## src/rtl/rtl_sbc_bus_pkg.sv

```systemverilog
// ---------------------------------------------------------------------------
// rtl_sbc_bus_pkg
//
// Shared definitions for the 6502-bus peripherals on the SBC.
//   - Register select values seen on A0.
//   - Bit positions inside the STATUS byte returned on a STATUS read.
//   - Bit positions inside the CTRL byte accepted on a CTRL write.
//   - A decoded access type and helpers that build/decode bus values.
// ---------------------------------------------------------------------------
package rtl_sbc_bus_pkg;

  // Register select (value of A0)
  localparam logic REG_DATA = 1'b0;
  localparam logic REG_STAT = 1'b1;

  // STATUS byte layout: {NOT_EMPTY, FULL, OVERFLOW, COUNT[4:0]}
  localparam int ST_NE      = 7;
  localparam int ST_FULL    = 6;
  localparam int ST_OVF     = 5;
  localparam int ST_CNT_MSB = 4;

  // CTRL byte layout
  localparam int CT_FLUSH  = 0;
  localparam int CT_IRQEN  = 1;
  localparam int CT_OVFCLR = 5;

  // Kind of CPU access, decoded from the captured R/W and A0
  typedef enum logic [1:0] {
    ACC_RD_DATA,
    ACC_RD_STAT,
    ACC_WR_DATA,
    ACC_WR_CTRL
  } access_e;

  // Classify a bus cycle from its R/W and register-select lines.
  function automatic access_e decode_access(input logic rw, input logic a0);
    access_e kind;
    if (rw) begin
      kind = (a0 == REG_STAT) ? ACC_RD_STAT : ACC_RD_DATA;
    end else begin
      kind = (a0 == REG_STAT) ? ACC_WR_CTRL : ACC_WR_DATA;
    end
    return kind;
  endfunction

  // Assemble the STATUS byte; the count is already zero-extended to 5 bits.
  function automatic logic [7:0] pack_status(input logic       not_empty,
                                             input logic       full,
                                             input logic       overflow,
                                             input logic [4:0] count);
    logic [7:0] s;
    s                  = '0;
    s[ST_NE]           = not_empty;
    s[ST_FULL]         = full;
    s[ST_OVF]          = overflow;
    s[ST_CNT_MSB:0]    = count;
    return s;
  endfunction

endpackage : rtl_sbc_bus_pkg

```

## src/rtl/rtl_sync_fifo.sv

```systemverilog
// ---------------------------------------------------------------------------
// rtl_sync_fifo
//
// Small single-clock FIFO with a registered storage array and an
// occupancy counter. The head entry is always visible on 'head' (stale
// when empty), so a reader can look without popping.
//
// Ports:
//   clk      in   clock
//   rst_n    in   asynchronous active-low reset (empties FIFO, clears storage)
//   push     in   write wr_data at the tail (ignored when full unless popping)
//   pop      in   drop the head entry (ignored when empty)
//   flush    in   empty the FIFO; wins over push and pop in the same cycle
//   wr_data  in   byte to push
//   head     out  entry at the read pointer
//   count    out  occupancy, 0 .. 2**DEPTH_LOG2
//   full     out  count == 2**DEPTH_LOG2
//   empty    out  count == 0
// ---------------------------------------------------------------------------
module rtl_sync_fifo #(
  parameter int DEPTH_LOG2 = 2,
  parameter int WIDTH      = 8
) (
  input  logic                  clk,
  input  logic                  rst_n,
  input  logic                  push,
  input  logic                  pop,
  input  logic                  flush,
  input  logic [WIDTH-1:0]      wr_data,
  output logic [WIDTH-1:0]      head,
  output logic [DEPTH_LOG2:0]   count,
  output logic                  full,
  output logic                  empty
);

  localparam int DEPTH = 1 << DEPTH_LOG2;

  logic [WIDTH-1:0]      mem [DEPTH];
  logic [DEPTH_LOG2-1:0] wr_ptr;
  logic [DEPTH_LOG2-1:0] rd_ptr;
  logic                  do_push;
  logic                  do_pop;

  assign full  = (count == (DEPTH_LOG2 + 1)'(DEPTH));
  assign empty = (count == '0);
  assign head  = mem[rd_ptr];

  // A pop frees a slot in the same cycle, so a push into a full FIFO
  // is still accepted when a pop happens alongside it.
  always_comb begin
    do_pop  = pop  & ~empty & ~flush;
    do_push = push & ~flush & (~full | do_pop);
  end

  // Storage, pointers and occupancy. Pointers wrap naturally at DEPTH.
  always_ff @(posedge clk or negedge rst_n) begin
    if (!rst_n) begin
      wr_ptr <= '0;
      rd_ptr <= '0;
      count  <= '0;
      for (int i = 0; i < DEPTH; i++) begin
        mem[i] <= '0;
      end
    end else if (flush) begin
      wr_ptr <= rd_ptr;
      count  <= '0;
    end else begin
      if (do_push) begin
        mem[wr_ptr] <= wr_data;
        wr_ptr      <= wr_ptr + DEPTH_LOG2'(1);
      end
      if (do_pop) begin
        rd_ptr <= rd_ptr + DEPTH_LOG2'(1);
      end
      case ({do_push, do_pop})
        2'b10:   count <= count + 1'b1;
        2'b01:   count <= count - 1'b1;
        default: count <= count;
      endcase
    end
  end

endmodule : rtl_sync_fifo

```

## src/rtl/rtl_bus_rx_fifo_port.sv

```systemverilog
// ---------------------------------------------------------------------------
// rtl_bus_rx_fifo_port
//
// Receive port on the 6502 bus. A peripheral pushes bytes into a small
// FIFO; the CPU reads them through DATA (A0=0) and STATUS/CTRL (A0=1).
// The CPU side is sampled through a PHI2 synchronizer: the access is
// captured while PHI2 is high and takes effect once its falling edge has
// been seen in the CLK domain.
//
// Ports:
//   clk       in   system clock, at least 4x PHI2
//   reset_n   in   asynchronous active-low reset
//   phi2      in   6502 phase-2 clock (asynchronous)
//   cs_n      in   chip select, active low
//   rw        in   1 = read, 0 = write
//   a0        in   register select: 0 = DATA, 1 = STATUS/CTRL
//   din       in   CPU write data
//   dout      out  read data toward the 3-state bus buffer
//   bus_oe_n  out  bus buffer output enable, active low (pure pin logic)
//   in_data   in   peripheral byte
//   in_stb    in   one-clk push strobe, polarity set by STB_ACTIVE
//   irq_n     out  interrupt request, active low, registered
// ---------------------------------------------------------------------------
module rtl_bus_rx_fifo_port
  import rtl_sbc_bus_pkg::*;
#(
  parameter int   DEPTH_LOG2 = 2,
  parameter logic STB_ACTIVE = 1'b1
) (
  input  logic       clk,
  input  logic       reset_n,
  input  logic       phi2,
  input  logic       cs_n,
  input  logic       rw,
  input  logic       a0,
  input  logic [7:0] din,
  output logic [7:0] dout,
  output logic       bus_oe_n,
  input  logic [7:0] in_data,
  input  logic       in_stb,
  output logic       irq_n
);

  // PHI2 synchronizer and edge detection
  logic       phi2_s1;
  logic       phi2_s2;
  logic       phi2_d;
  logic [1:0] settle_cnt;
  logic       sync_ready;
  logic       phi2_rise;
  logic       phi2_fall;
  logic       armed;

  // Captured access (only the CTRL bits that matter are kept)
  logic       cap_cs_n;
  logic       cap_rw;
  logic       cap_a0;
  logic       cap_flush;
  logic       cap_irqen;
  logic       cap_ovfclr;

  // Commit decode
  access_e    acc_kind;
  logic       commit;
  logic       pop_req;
  logic       ctrl_wr;
  logic       flush_req;
  logic       push_req;
  logic       ovf_set;

  // Flags and FIFO view
  logic                overflow;
  logic                irq_en;
  logic [7:0]          head;
  logic [DEPTH_LOG2:0] count;
  logic                full;
  logic                empty;
  logic [7:0]          status;

  // CTRL bits with no function in this block
  logic din_unused;
  assign din_unused = ^{din[7:6], din[4:2]};

  // The bus buffer must react within the PHI2 high phase, so it is driven
  // straight from the pins with no clocked path.
  assign bus_oe_n = cs_n | ~rw | ~phi2;

  // Read data is a mux over registered state; reading DATA never pops here,
  // the pop only happens at commit time.
  assign status = pack_status(~empty, full, overflow, 5'(count));
  assign dout   = (a0 == REG_STAT) ? status : head;

  // Edges are ignored until the synchronizer and the delayed copy hold real
  // samples after reset. Without this, PHI2 held high through reset would
  // look like a fresh rising edge and a half-seen access could commit.
  assign sync_ready = (settle_cnt == 2'd3);
  assign phi2_rise  = sync_ready &  phi2_s2 & ~phi2_d;
  assign phi2_fall  = sync_ready & ~phi2_s2 &  phi2_d;

  always_comb begin
    acc_kind  = decode_access(cap_rw, cap_a0);
    commit    = phi2_fall & armed & ~cap_cs_n;
    pop_req   = commit & (acc_kind == ACC_RD_DATA);
    ctrl_wr   = commit & (acc_kind == ACC_WR_CTRL);
    flush_req = ctrl_wr & cap_flush;
    push_req  = (in_stb == STB_ACTIVE);
    // A push is lost only when the FIFO is full and no pop makes room.
    // A flush in the same cycle drops the byte without flagging overflow.
    ovf_set   = push_req & full & ~(pop_req & ~empty) & ~flush_req;
  end

  // Synchronize PHI2 and track whether a whole access (rise then fall) has
  // been observed since reset.
  always_ff @(posedge clk or negedge reset_n) begin
    if (!reset_n) begin
      phi2_s1    <= 1'b0;
      phi2_s2    <= 1'b0;
      phi2_d     <= 1'b0;
      settle_cnt <= 2'd0;
      armed      <= 1'b0;
    end else begin
      phi2_s1 <= phi2;
      phi2_s2 <= phi2_s1;
      phi2_d  <= phi2_s2;
      if (settle_cnt != 2'd3) begin
        settle_cnt <= settle_cnt + 2'd1;
      end
      if (phi2_rise) begin
        armed <= 1'b1;
      end else if (phi2_fall) begin
        armed <= 1'b0;
      end
    end
  end

  // Keep refreshing the access while synced PHI2 is high; the last sample
  // before the fall is the one that commits.
  always_ff @(posedge clk or negedge reset_n) begin
    if (!reset_n) begin
      cap_cs_n   <= 1'b1;
      cap_rw     <= 1'b1;
      cap_a0     <= REG_DATA;
      cap_flush  <= 1'b0;
      cap_irqen  <= 1'b0;
      cap_ovfclr <= 1'b0;
    end else if (phi2_s2) begin
      cap_cs_n   <= cs_n;
      cap_rw     <= rw;
      cap_a0     <= a0;
      cap_flush  <= din[CT_FLUSH];
      cap_irqen  <= din[CT_IRQEN];
      cap_ovfclr <= din[CT_OVFCLR];
    end
  end

  // Sticky overflow (a new overflow beats a clear in the same cycle),
  // interrupt enable, and the registered interrupt output.
  always_ff @(posedge clk or negedge reset_n) begin
    if (!reset_n) begin
      overflow <= 1'b0;
      irq_en   <= 1'b0;
      irq_n    <= 1'b1;
    end else begin
      overflow <= ovf_set | (overflow & ~(ctrl_wr & cap_ovfclr));
      if (ctrl_wr) begin
        irq_en <= cap_irqen;
      end
      irq_n <= ~(irq_en & ~empty);
    end
  end

  rtl_sync_fifo #(
    .DEPTH_LOG2 (DEPTH_LOG2),
    .WIDTH      (8)
  ) u_fifo (
    .clk     (clk),
    .rst_n   (reset_n),
    .push    (push_req),
    .pop     (pop_req),
    .flush   (flush_req),
    .wr_data (in_data),
    .head    (head),
    .count   (count),
    .full    (full),
    .empty   (empty)
  );

endmodule : rtl_bus_rx_fifo_port

```

## config.mk

```make
export PLATFORM = sky130hd
export DESIGN_NAME = rtl_bus_rx_fifo_port
export DESIGN_NICKNAME = d
export VERILOG_FILES = /design/src/rtl/rtl_sbc_bus_pkg.sv /design/src/rtl/rtl_sync_fifo.sv /design/src/rtl/rtl_bus_rx_fifo_port.sv
export SDC_FILE = /design/constraint.sdc
export NUM_CORES = 1
export LEC_CHECK = 0
export ABC_AREA = 1
export ABC_CLOCK_PERIOD_IN_PS = 2500
export BUFFER_PORTS_ARGS = -buffer_cell sky130_fd_sc_hd__buf_2
export CAP_MARGIN = 20
export CORE_UTILIZATION = 45
export CTS_CLUSTER_DIAMETER = 200
export CTS_CLUSTER_SIZE = 14
export DETAILED_ROUTE_END_ITERATION = 8
export HOLD_SLACK_MARGIN = 0.08
export PLACE_DENSITY = 0.7
export SYNTH_ARGS = -nofsm -noshare
export SYNTH_HDL_FRONTEND = slang
export SYNTH_SLANG_ARGS = --single-unit
```

## constraint.sdc

```tcl
create_clock -name clk -period 2.5 [get_ports clk]
set_input_delay 0 -clock clk [delete_from_list [all_inputs] [get_ports clk]]
set_output_delay 0 -clock clk [all_outputs]
set_load 0.03 [all_outputs]
```

Word level (Yosys, flattened, before mapping)
Index checks and enable logic that the tools add are counted.
{"block": "totals", "reg_bits": 54, "latchBits": 0, "mem_bits_rw": 0, "mem_bits_ro": 0, "memories": 0}
{"block": "classes", "add_sub_neg": 5, "multipliers": 0, "div_mod_pow": 0, "n_lt_le_gt_ge": 3, "n_eq_ne": 6, "shifts": 0, "n_mux": 16, "bitwise_logic": 36, "n_reduce_logical": 8}
{"op": "bitwise mux 32 bit", "n": 1}
{"op": "two-way mux 8 bit", "n": 4}
{"op": "AND 1 bit", "n": 19}
{"op": "binary-select mux 8 bit (select 2 bit)", "n": 1}
{"op": "demux 8 bit (select 2 bit)", "n": 1}
{"op": "NOT 1 bit", "n": 11}
{"op": "adder 2 x 1 -> 2 bit (second input constant)", "n": 3}
{"op": "equality test 2 bit (second input constant)", "n": 3}
{"op": "greater-or-equal comparator 3 bit (second input constant)", "n": 2}
{"op": "two-way mux 2 bit", "n": 3}
{"op": "NOT 2 -> 3 bit", "n": 2}
{"op": "one-hot mux 3 bit (2 select lines)", "n": 1}
{"op": "two-way mux 1 bit", "n": 4}
{"op": "OR 1 bit", "n": 4}
{"op": "AND reduction 2 bit", "n": 2}
{"op": "nonzero test 2 bit", "n": 2}
{"op": "adder 3 x 1 -> 3 bit (second input constant)", "n": 1}
{"op": "equality test 3 bit (second input constant)", "n": 1}
{"op": "logical NOT 3 bit", "n": 1}
{"op": "< comparator 3 x 1 -> 1 bit (second input constant)", "n": 1}
{"op": "two-way mux 3 bit", "n": 1}
{"op": "nonzero test 3 bit", "n": 1}
{"op": "subtractor 3 x 1 -> 3 bit (second input constant)", "n": 1}
{"op": "equality test 2 x 1 -> 1 bit (second input constant)", "n": 1}
{"op": "3 further kinds", "n": 3}

Longest topological paths before layout
{"block": "depth", "ltp_word": 14, "ltp_mapped": 11}

Cells and area by module
Synthesis repeated with hierarchy kept, for this count alone.
{"block": "hier_totals", "hier_cells": 311, "area_unflattened_um2": 2633.8}
{"module": "rtl_sync_fifo", "n_inst": 1, "cells_per_inst": 218, "area_per_inst_um2": 1894.3}
{"module": "rtl_bus_rx_fifo_port", "n_inst": 1, "cells_per_inst": 93, "area_per_inst_um2": 739.5}

Worst setup path before layout
No wires, ideal clock.
{"block": "synth_timing", "kind": "reg-to-reg", "startpoint": "register u_fifo.count[0]", "endpoint": "register u_fifo.count[2]", "setup_ps": 118, "t_arrival_ps": 1695, "slack_ps": 688, "path_stages_with_launch": 11, "path_buffers": 0, "synth_period_minus_slack_ps": 1812, "path_cell_list": "dfrtp_1 -> nor2_1 -> a21oi_2 -> nand3_1 -> inv_1 -> fa_1 -> nand3b_1 -> nand2_1 -> inv_1 -> nand2_1 -> nand2_1"}
{"block": "synth_via", "elab_chain_len": 9, "word_cells_on_any_way": 15, "classes_between": "add/sub: 2; eq/ne: 3; mux: 2; bitwise: 6; reduce/logical: 2"}
{"item": "start: declaration", "line": "rtl_sync_fifo.sv:31", "source": "output logic [DEPTH_LOG2:0] count,"}
{"item": "start signal: assignment", "line": "rtl_sync_fifo.sv:76", "source": "2'b10: count <= count + 1'b1;"}
{"item": "start signal: assignment", "line": "rtl_sync_fifo.sv:77", "source": "2'b01: count <= count - 1'b1;"}
{"item": "start signal: assignment", "line": "rtl_sync_fifo.sv:78", "source": "default: count <= count;"}
{"item": "logical NOT 3 bit", "line": "rtl_sync_fifo.sv:45", "source": "assign empty = (count == '0);"}
{"item": "NOT 1 bit", "line": "rtl_sync_fifo.sv:51", "source": "do_pop = pop & ~empty & ~flush;"}
{"item": "AND 1 bit (2 in a row)", "line": "rtl_sync_fifo.sv:51"}
{"item": "OR 1 bit", "line": "rtl_sync_fifo.sv:52", "source": "do_push = push & ~flush & (~full | do_pop);"}
{"item": "AND 1 bit", "line": "rtl_sync_fifo.sv:52"}
{"item": "equality test 2 x 1 -> 1 bit or equality test 2 bit (tied branches)", "line": "rtl_sync_fifo.sv:75", "source": "case ({do_push, do_pop})"}
{"item": "one-hot mux 3 bit (2 select lines)", "line": "rtl_sync_fifo.sv:75"}
{"item": "two-way mux 3 bit", "line": "rtl_sync_fifo.sv:64", "source": "end else if (flush) begin"}
Several ways; a longest one is shown, not always the timed one.
A chain may end at the register's enable or synchronous reset.

Worst setup path after layout
{"block": "layout_timing", "startpoint": "register phi2_s2", "endpoint": "register u_fifo.mem[22] (netlist bit)"}
{"block": "layout_via", "elab_chain_len": 12, "word_cells_on_any_way": 15, "classes_between": "bitwise: 14; reduce/logical: 1"}
{"item": "start: declaration", "line": "rtl_bus_rx_fifo_port.sv:46", "source": "logic phi2_s2;"}
{"item": "start signal: assignment", "line": "rtl_bus_rx_fifo_port.sv:123", "source": "phi2_s2 <= phi2_s1;"}
{"item": "NOT 1 bit (*)", "line": "rtl_bus_rx_fifo_port.sv:98", "source": "assign phi2_fall = sync_ready & ~phi2_s2 & phi2_d;"}
{"item": "AND 1 bit (*) (2 in a row)", "line": "rtl_bus_rx_fifo_port.sv:98"}
{"item": "AND 1 bit (*) (2 in a row)", "line": "rtl_bus_rx_fifo_port.sv:102", "source": "commit = phi2_fall & armed & ~cap_cs_n;"}
{"item": "AND 1 bit", "line": "rtl_bus_rx_fifo_port.sv:104", "source": "ctrl_wr = commit & (acc_kind == ACC_WR_CTRL);"}
{"item": "AND 1 bit", "line": "rtl_bus_rx_fifo_port.sv:105", "source": "flush_req = ctrl_wr & cap_flush;"}
{"item": "NOT 1 bit", "line": "rtl_sync_fifo.sv:51, rtl_sync_fifo.sv:52"}
{"item": "AND 1 bit", "line": "rtl_sync_fifo.sv:51"}
{"item": "OR 1 bit", "line": "rtl_sync_fifo.sv:52"}
{"item": "AND 1 bit", "line": "rtl_sync_fifo.sv:52"}
{"item": "AND reduction 2 bit (no line) (*)"}
{"item": "end signal: indexed assignment", "line": "rtl_sync_fifo.sv:69", "source": "mem[wr_ptr] <= wr_data;"}
{"item": "end: declaration", "line": "rtl_sync_fifo.sv:38", "source": "logic [WIDTH-1:0] mem [DEPTH];"}
Every way passes the cells marked *; elsewhere a longest branch is shown, timed or not.

==> results.md <==
CTS:
- The number of gates resized after CTS was 0.
- For this design, the CTS-stage hold fixing added 17 buffers.
- The maximum clock insertion buffer count is 2.
- The H-tree was split into 2 levels.
- TritonCTS created 5 clock buffers.
- Clock-pin slew was measured on the worst setup and hold paths at about 100 ps.
- The clock net in this run drives a total of 54 sinks.
- The clock latency on the worst-skew pair is just over 300 ps.
- The TritonCTS clock tree is yes.
- In this run the post-CTS setup repair buffer count came out at 0.
- The cell at the root of the clock tree is clkbuf_8.

Placed design:
- At the end of routability-driven placement, the weighted congestion stood at just over 0.8.
- The detailed-placement wirelength estimate is between 4000 and 5000 um.
- The count of buffers from port buffering is 27.

Synth:
- The average size of a mapped cell is between 8 and 9 um^2.
- The synthesized design spends more area on one cell type than any other, namely dfrtp_1.
- The post-synthesis cell count is around 310.
- Summing every instance area after synthesis gives approximately 2700 um^2.
- Counting flops with an async set or reset pin after synthesis yields a share of 1.00.
- By count the netlist is led by nand2_1, o21ai_0, dfrtp_1, inv_1, a21oi_1.
- The synthesized design contains 0 enable-type register cells.
- The sequential element share of the synthesized area is 0.509.
- After synthesis the netlist holds a flip-flop and latch count of 54.
- The number of nets handed over by synthesis was ~340.
- Ranked by total cell area, the synthesized netlist is headed by dfrtp_1, nand2_1, o21ai_0, inv_1, a21oi_1.
- The synthesized netlist contains 33 unique library cells.
- The share of synthesized area in the top cell type comes to 0.480.
- For this run, the number of Yosys warnings is 0.
- By instance count, the leading cell after synthesis is nand2_1.
- The most used flip-flop cell after synthesis is dfrtp_1.

Finish:
- The relative area change from synthesis to final layout is 17.6%.
- Measured on the finished design, the core utilization comes to 0.558.
- The antenna cell count is 0.
- In the final layout, the share of cells above drive strength 1 is 0.152.
- The final layout contains 390 nets.

Worst setup path:
- Data on the critical path arrives at its endpoint at between 2000 and 2500 ps.
- Measured in cells, the most critical reg-to-reg path has a length of 8.
- Of all nets on the critical path, the largest fanout is 22.
- STA puts the critical path data required time at ~2700 ps.
- The critical path goes through inv_1 > nand2_1 > nor2_2 > nand2_2 > nand3_2 > nand2_4 > nor2_4 > o21ai_0.
- The beginning of the worst register-to-register path is phi2_s2$_DFF_PN0_.
- The largest stage delay on the critical path is about 530 ps.
- STA classifies the critical path startpoint as a flop.
- The most critical setup path has its startpoint at phi2_s2$_DFF_PN0_.
- The worst setup path is of the reg -> reg kind.
- The cell with the largest stage delay on the worst path is dfrtp_1.
- The critical path endpoint category is a flop.

Timing:
- Setup repair after global routing left no endpoint under its margin.
- Adding up every negative setup slack in the final design gives 0 ps.
- The number of failing hold endpoints at the final stage is 0.
- The final setup violation count is 0.
- The final cycle utilization of the critical path is 0.838.
- For the pin with the worst max-slew slack, the measured transition is between 500 and 600 ps.
- The time the final worst path needs with I/O delays and setup is between 2000 and 2500 ps.
- The final clock skew is approximately 9.3 ps.
- The worst-case headroom to the max-slew limit is 0.605.
- For this run, the top clock speed supported by timing is ~480 MHz.
- The total count of max-transition violations in the final report is 0.

Global routing:
- The first global-routing pass estimated a little under 10000 um of wire.
- Entering global routing, the biggest net connects 28 pins.
- The total overflow left after global routing is 0.
- The number of global-route vias before repair is approximately 2100.
- The total track usage is 0.209.
- The initial antenna violation count is 0.

Drt:
- The count of nets left with antenna violations once routing finished came out at 0.
- After detailed routing, the number of vias per cell comes to just over 5.
- The via total after detailed routing is roughly 2200.
- The per-cell routed wire length is roughly 13 um.
- The first routing iteration left ~150 violations.
- Before antenna repair, the detailed router went through 4 iterations.
- The routed wire length is 5790 um.
- In the routed design, unresolved DRC markers number 0.

Pwr:
- In this run the power density over the cells is between 1000 and 1500 nW/um^2.
- The analysis attributes to cell leakage a power of around 1.6 nW.
- VDD sags by at most 0.509 mV.

Run:
- The number of maximum-capacitance constraint violations is 0.

Floorplan:
- The y dimension of the die is 78.9 um.
- The die area is ~6200 um^2.
- The top-level port count is 33.
- The initial standard-cell utilization of the core is 0.474.
- After floorplanning, the core was divided into 27 placement rows.
- The overall die width is 78.9 um.
- The core footprint is 5610 um^2.

Outcome:
- The flow ran to the end, and the final reports show no timing, DRC or antenna violations.

Min path:
- The worst hold path class is in -> async.
==> where the power goes <==
group          total [mW]  switching [mW]  internal, mW
sequential           1.35           0.159          1.19
combinational        1.28           0.853         0.426
clock               0.500           0.276         0.224
total                3.13            1.29          1.84
==> sequential cells by signal, indices dropped and copies added (netlist names), 2 cells and up <==
signal         count
u_fifo.mem        32
u_fifo.count       3
settle_cnt         2
u_fifo.rd_ptr      2
u_fifo.wr_ptr      2
==> worst paths after layout <==
kind | to | slack (ps)
hold reg to reg | phi2_s2$_DFF_PN0_ | 360
min in group clk | phi2_s1$_DFF_PN0_ | 350
setup reg to reg | u_fifo.mem[22]$_DFFE_PN0P_ | 400
setup / recovery | u_fifo.mem[22]$_DFFE_PN0P_ | 400
hold / removal | u_fifo.mem[15]$_DFFE_PN0P_ | 220
max in group asynchronous | u_fifo.mem[17]$_DFFE_PN0P_ | 1640
==> stage by stage <==
step / area, um^2 / hold slack (ps) / total power [mW] / setup slack [ps] / std cells
final: 3130 / 219 / 3.13 / 404 / 434
after global routing: 3130 / 287 / 3.40 / 157 / 434
after CTS: 3130 / 245 / 3.16 / 411 / 434
after detailed placement: 2870 / 45.1 / 2.63 / 421 / 409
after global placement: 2870 / 36.2 / 2.58 / 471 / 409
after floorplan: 2660 / -296 / 2.30 / 688 / 314
==> cells in the final DEF, fill, tap and decap left out, types with 2 or more instances in the layout <==
cell / n
a21oi_1: 21
nand3_1: 7
ha_1: 5
nand4_1: 5
nand2_1: 82
nor2_8: 2
buf_4: 6
dlygate4sd3_1: 17
o21ai_0: 53
nor2_2: 2
o21ai_1: 3
clkinv_1: 2
clkbuf_8: 6
buf_2: 27
dfstp_2: 3
nor2_4: 2
a31oi_1: 5
dfrtp_1: 51
inv_1: 38
nor2_1: 10
==> kinds of logic (layout without fill, tap and decap cells) <==
kind of cell / after synthesis / after routing / share of synthesized area
and+or+nand+nor: 116 / 116 / 0.206
AOI/OAI and AO/OA: 85 / 85 / 0.165
DFF: 54 / 54 / 0.509
buffers and inverters: 51 / 99 / 0.0818
adders and majority gates: 6 / 6 / 0.0310
xor gates and xnor gates: 2 / 2 / 0.00659
==> final cells by class <==
type	count	area, um^2
fill	541	2480
multi-input combinational	209	1090
clock buffer	7	86.3
tap	72	90.1
clock inverter	1	5.00
timing repair buffer	50	350
inverter	41	154
sequential	54	1360
==> per-layer routing <==
metal | up-vias | part of all wire | GRT usage
li1 | 1110 | - | -
met1 | 1045 | 0.47 | 0.281
met2 | 50 | 0.47 | 0.337
met3 | 6 | 0.045 | 0.0368
met4 | 0 | 0.015 | 0.0800
met5 | - | 0 | 0
==> critical path: cells and delay by family (launching register included) <==
kind,cells,cell delay (ps)
AO/OA/AOI/OAI,1,160
buffers and inverters,1,170
flip-flops,1,530
AND/OR/NAND/NOR,6,1100
(Power assumes the default switching activity.)
